--- src/rtl/cov_sum_accumulator.sv ---
// cov_sum_accumulator
// Counts distinct coverage points hit since the last reset or clear. A sticky
// bitmap keeps only first-time hits, a two-stage popcount pipeline turns them
// into an increment, and that increment goes into a saturating running sum.

module cov_sum_accumulator #(
    parameter int NUM_POINTS = 256,
    parameter int CHUNK      = 32,
    parameter int SUM_W      = 30
) (
    input  logic                  clock,
    input  logic                  reset,
    input  logic                  hit_valid,
    input  logic [NUM_POINTS-1:0] hit,
    input  logic                  clear,
    output logic [SUM_W-1:0]      cov_sum,
    output logic                  cov_new,
    output logic                  saturated,
    output logic [NUM_POINTS-1:0] bitmap_out
);

    localparam int NUM_CHUNKS = NUM_POINTS / CHUNK;
    localparam int PART_W     = $clog2(CHUNK + 1);
    localparam int INC_W      = $clog2(NUM_POINTS + 1);
    // One bit wider than the wider operand, so overflow past all-ones is visible.
    localparam int ADD_W      = ((SUM_W > INC_W) ? SUM_W : INC_W) + 1;
    localparam logic [SUM_W-1:0] SUM_MAX = '1;

    logic [NUM_POINTS-1:0] bitmap;
    logic [NUM_POINTS-1:0] new_bits;
    logic [PART_W-1:0]     part      [NUM_CHUNKS];
    logic [PART_W-1:0]     part_next [NUM_CHUNKS];
    logic                  s1_valid;
    logic [INC_W-1:0]      inc;
    logic [ADD_W-1:0]      sum_wide;
    logic [SUM_W-1:0]      sum_next;
    logic                  sat_next;

    // Points seen for the first time this round; X on hit is masked off when not valid.
    always_comb begin
        new_bits = hit_valid ? (hit & ~bitmap) : '0;
    end

    // Stage-1 partial popcounts, one per CHUNK-bit slice of the new bits.
    always_comb begin
        for (int k = 0; k < NUM_CHUNKS; k++) begin
            // NOTE: every combinational output is assigned a default before any
            // conditional or accumulating update, so no latch is inferred.
            part_next[k] = '0;
            for (int b = 0; b < CHUNK; b++) begin
                part_next[k] = part_next[k] + PART_W'(new_bits[k*CHUNK + b]);
            end
        end
    end

    // Stage-2 increment and saturating sum computed from the registered partials.
    always_comb begin
        inc = '0;
        for (int k = 0; k < NUM_CHUNKS; k++) begin
            inc = inc + INC_W'(part[k]);
        end
        sum_wide = ADD_W'(cov_sum) + ADD_W'(inc);
        if (sum_wide >= ADD_W'(SUM_MAX)) begin
            sum_next = SUM_MAX;
        end else begin
            sum_next = sum_wide[SUM_W-1:0];
        end
        sat_next = (sum_next == SUM_MAX);
    end

    // Stage 1: update the sticky bitmap and capture partials at the same edge,
    // so a point hit on consecutive cycles is only ever counted once.
    always_ff @(posedge clock) begin
        // NOTE: sequential state uses non-blocking assignments so every register
        // samples pre-edge values, independent of statement order.
        if (reset || clear) begin
            bitmap   <= '0;
            s1_valid <= 1'b0;
            // NOTE: the partial array is a handful of small registers, not a RAM,
            // so it is cleared explicitly; a stale partial would corrupt the sum.
            for (int k = 0; k < NUM_CHUNKS; k++) begin
                part[k] <= '0;
            end
        end else begin
            bitmap   <= bitmap | new_bits;
            s1_valid <= |new_bits;
            for (int k = 0; k < NUM_CHUNKS; k++) begin
                part[k] <= part_next[k];
            end
        end
    end

    // Stage 2: accumulate into the saturating sum; clear drops any in-flight increment.
    always_ff @(posedge clock) begin
        if (reset || clear) begin
            cov_sum   <= '0;
            cov_new   <= 1'b0;
            saturated <= 1'b0;
        end else if (s1_valid) begin
            cov_sum <= sum_next;
            cov_new <= (inc != '0) && !saturated;
            if (sat_next) begin
                saturated <= 1'b1;
            end
        end else begin
            cov_new <= 1'b0;
        end
    end

    assign bitmap_out = bitmap;

endmodule

--- config.mk ---
export PLATFORM = sky130hd
export DESIGN_NAME = cov_sum_accumulator
export DESIGN_NICKNAME = d
export VERILOG_FILES = /design/src/rtl/cov_sum_accumulator.sv
export SDC_FILE = /design/constraint.sdc
export NUM_CORES = 1
export LEC_CHECK = 0
export ABC_AREA = 1
export BUFFER_PORTS_ARGS = -buffer_cell sky130_fd_sc_hd__buf_2
export CAP_MARGIN = 20
export CELL_PAD_IN_SITES_DETAIL_PLACEMENT = 1
export CELL_PAD_IN_SITES_GLOBAL_PLACEMENT = 1
export CORE_MARGIN = 2
export CORE_UTILIZATION = 39
export CTS_CLUSTER_SIZE = 25
export DETAILED_ROUTE_END_ITERATION = 8
export PLACE_DENSITY_LB_ADDON = 0.2
export REMOVE_ABC_BUFFERS = 1
export SYNTH_ARGS = -nofsm -noshare
export SYNTH_HDL_FRONTEND = slang
export SYNTH_SLANG_ARGS = --single-unit
--- constraint.sdc ---
create_clock -name clock -period 6.78 [get_ports clock]
set_clock_uncertainty 0.2 [all_clocks]
set_input_delay 0.678 -clock clock [delete_from_list [all_inputs] [get_ports clock]]
set_output_delay 0.678 -clock clock [all_outputs]
set_load 0.03 [all_outputs]
; ---- Word level (Yosys, flattened, before mapping)
; Memory sizes are Yosys's and may differ from the RTL's.
; Cells that the tools add are included.
[totals]
wordCells = 296
n_memories = 1
ff_bits = 289
ramBits = 48
romBits = 0
inputBits = 260
out_inout_bits = 288
latch_bits = 0
[op_classes]
reduce_logical = 7
eq_ne = 1
shifts = 0
bitwise_logic = 12
n_addsub = 256
magnitude_cmp = 1
mux = 13
div = 0
multipliers = 0
[mem_list]
columns = memory, depth, word_bits, read_ports, rd_clocked_by_memory_dff, wr, line_no
row1 = part, 8, 6, 8, 0, 8, 31  ; logic [PART_W-1:0] part [NUM_CHUNKS];
[ops]
columns = op, count
row1 = adder 6 x 1 -> 6 bit, 208
row2 = AND 256 bit, 1
row3 = two-way mux 256 bit, 1
row4 = NOT 256 bit, 1
row5 = bitwise OR 256 bit, 1
row6 = OR reduction 256 bit, 1
row7 = adder 5 x 1 -> 6 bit, 8
row8 = two-way mux 6 bit, 8
row9 = adder 4 x 1 -> 5 bit, 8
row10 = adder 9 x 6 -> 9 bit, 4
row11 = adder 3 x 1 -> 4 bit, 8
row12 = adder 30 x 9 -> 31 bit, 1
row13 = "greater-or-equal comparator 31 x 30 -> 1 bit, second input constant", 1
row14 = "equality test 30 bit, second input constant", 1
row15 = two-way mux 30 bit, 1
row16 = adder 2 x 1 -> 3 bit, 8
row17 = adder 1 x 1 -> 2 bit, 8
row18 = adder 8 x 6 -> 9 bit, 1
row19 = nonzero test 9 bit, 1
row20 = adder 7 x 6 -> 8 bit, 1
row21 = bitwise OR 1 bit, 8
row22 = adder 6 x 6 -> 7 bit, 1
row23 = two-way mux 1 bit, 3
row24 = AND reduction 2 bit, 1
row25 = other kinds (5), 5

; ---- Logic depth before layout (Yosys ltp)
[depth]
depth_word = 35
ltp_mapped = 36
depth_no_buf = 36

; ---- Worst setup path after synthesis
; No wires, ideal clock.
[synth_path]
kind = input-to-reg
from = input port hit_valid
to = memory part[1][4] (netlist bit)
setup_slack_ns = 0.653
arrival_ns = 5.807
path_buffers = 3
setup_time_ns = 0.119
stages = 26
path_cell_list = clkbuf_1 buf_2 buf_1 nand2_1 nor2_1 fa_1 fa_1 inv_1 fa_1 inv_1 fa_1 fa_1 inv_1 fa_1 inv_1 ha_1 inv_1 fa_1 inv_1 nand2_1 inv_1 nor2_1 nor2_1 nor2_1 o21ai_0 a21oi_1
[synth_lines]
columns = item, line_no
row1 = from (decl), 13  ; input logic hit_valid,
row2 = to (decl), 31

==> reports/results.tsv <==
metric	value	unit
CTS Hold Bufs	0	
status	finished clean	
cells after synthesis	2853	
ys flop type	dfxtp_1	
Antenna Nets Post-Route	0	
Die X	241	um
CTS tree	yes	
most used cell, CP	nor2_1	
via count	20700	
# rows	86	
Worst-Margin Slew	0.926	ns
Hold Crit Class	flop to flop	
max incr delay on CP	0.53	ns
number of I/O pins	548	
gr usage total	0.294	
cell area after synthesis	21900	sq um
area grow syn2layout	23.7	%
Area after DPL	25500	sq um
Core Region	55300	sq um
H-Tree Depth	2	
WP data arrival	6.79	ns
Post-Syn Area per Cell	7.67	sq um
Worst Reg-to-Reg Cells	31	
per-cell routed wire length	20.5	um
CTS sink cnt	337	
CP max-delay cell	fa_1	
share of layout cells above drive strength 1	0.208	
final instance area	27000	sq um
commonest cells after routing, fill and taps aside	839 x inv_1, 546 x buf_2, 341 x nand2_1	
hold path cells	2	
Avg Vias per Cell	4.95	
Slew HR	0.382	
Die Height	241	um
first-pass GRT wire length	128000	um
Slew Limit Fails	0	
peak supply drop	0.228	mV
initial drt markers	915	
clock latency on the worst-skew pair	0.58	ns
number of synthesized register bits	337	
post-synth cell types	42	
CP Launch Type	flop	
worst slack, placed	-0.0193	ns
grt ovf	0	
vias in the first global route	22400	
CTS max path bufs	3	
Max Clock Freq	0.154	GHz
ANT cells	0	
die area	58000	sq um
commonest non-fill, non-tap cell in the layout	inv_1	
crit share post-route	0.957	
initial antenna violation count	4	
CP Capture Type	flop	
Nets	3980	
Pleak	16.1	nW
largest net degree at the start of global routing	80	
final setup fails	0	
Final WS setup	0.294	ns
DP Wirelength	71100	um
yosys warns	0	
final hold violation count	0	
Period minus WS final	6.49	ns
WP data required	7.09	ns
CP Max Fanout	6	
port bufs	547	
CTS Root Cell	clkbuf_16	
drt drc	0	
Starting Density	0.395	
DR pass1 iterations	5	
Total Routed Length	86000	um
P per Cell Area	369	nW/um^2
WS Path Type	flop to flop	
Synth async-reset ratio	0	
gpl congestion	0.984	
Max-cap violations	0	
clock transition at the registers of the reported paths	0.06	ns
post-synthesis sequential area ratio	0.308	
CTS Buf Count	43	
Post-synth EDFFs	0	
==> Yosys cell counts, types with 2 or more instances <==
cell           count  area share
buf_2             13      0.0030
xor2_1             8      0.0032
o21ai_2           20      0.0080
fa_1             228        0.21
clkbuf_8           2      0.0013
xnor2_1            3      0.0012
inv_1            841        0.14
and2_1             3     0.00086
nand2_1          342       0.059
nand3_2            6      0.0027
o21bai_1           3      0.0010
a21oi_1           48       0.011
dfxtp_1          337        0.31
clkbuf_1          43      0.0074
a21o_1             2     0.00069
o21ai_0          293       0.067
nand3_1           46       0.011
nor2_2             9      0.0026
nand2_2            8      0.0023
inv_2              2     0.00034
or2_1              2     0.00057
nand4_1           26      0.0074
nor3_1           102       0.023
dlygate4sd3_1      3      0.0014
buf_1              8      0.0014
buf_12             2      0.0018
nor4_1            59       0.017
a211oi_1           6      0.0021
ha_1              82       0.047
nor2_1           294       0.050
==> cell families (layout without fill, tap and decap cells) <==
logic type      after synthesis  after routing  synth area share
compound gates              375            375            0.0908
xor+xnor                     11             11           0.00441
fa+ha+maj                   310            310             0.256
buf+inv                     916           1503             0.162
flops                       337            337             0.308
simple gates                904            905             0.179
==> worst max-delay path: cells and delay by family, from the launching register on <==
| family | cells | cell delay (ns) |
|---|---|---|
| simple gates | 16 | 1.90 |
| compound gates | 3 | 0.44 |
| flops | 1 | 0.31 |
| buf+inv | 5 | 0.40 |
| fa+ha+maj | 7 | 3.15 |
==> worst paths after layout <==
kind / startpoint / end / slack [ns]
worst min-delay path: bitmap_out[201] / bitmap_out[201] / 0.31
worst max-delay path: part[0][2] / cov_sum[14] / 0.29
worst max register to register: part[0][2] / cov_sum[14] / 0.29
worst min register to register: bitmap_out[201] / bitmap_out[201] / 0.31
==> power by group <==
| part | internal [mW] | total, mW | switching [mW] |
|---|---|---|---|
| Clock | 1.45 | 2.42 | 0.974 |
| Combinational | 2.03 | 5.35 | 3.32 |
| Sequential | 2.12 | 2.21 | 0.0913 |
==> flip-flops by register name (all words and copies together), names as in the netlist <==
| name | count |
|---|---|
| bitmap_out | 256 |
| cov_new | 1 |
| cov_sum | 30 |
| part | 48 |
| s1_valid | 1 |
| saturated | 1 |
==> stage by stage <==
stage / power (mW) / hold WS (ns) / utilization / std cells / TNS [ns]
floorplan: 5.90 / 0.400 / - / 2780 / -415.70
global placement: 7.22 / 0.271 / 0.461 / 4108 / 0
detailed placement: 7.59 / 0.289 / 0.461 / 4108 / -0.0193
CTS: 10.1 / 0.306 / 0.487 / 4184 / 0
global route: 10.9 / 0.328 / 0.489 / 4189 / -0.204
finish: 9.98 / 0.306 / 0.489 / 4189 / 0
==> routing by layer <==
| layer | vias to the layer above | part of all wire | global-route usage | routed length, um |
|---|---|---|---|---|
| met3 | 176 | 0.053 | 0.0482 | 4570 |
| met2 | 598 | 0.51 | 0.536 | 43900 |
| met1 | 10300 | 0.40 | 0.346 | 34000 |
| met5 | - | 0.00066 | 0 | 57 |
| met4 | 8 | 0.041 | 0.107 | 3550 |
| li1 | 9646 | - | - | - |
==> cell type report <==
type,count,area [sq um]
clock buffers,54,1170
clock inverters,22,285
fillers,7095,28300
inverters,843,3170
multi-input cells,1601,11700
flip-flops and latches,337,6750
well taps,748,936
repair buffers,584,3070
==> repair_timing <==
action	in CTS	in global routing
setup endpoints to repair	0	29
buffers inserted	0	4
gates resized for setup	0	12
Note: power is estimated with default switching activity, not from simulation.
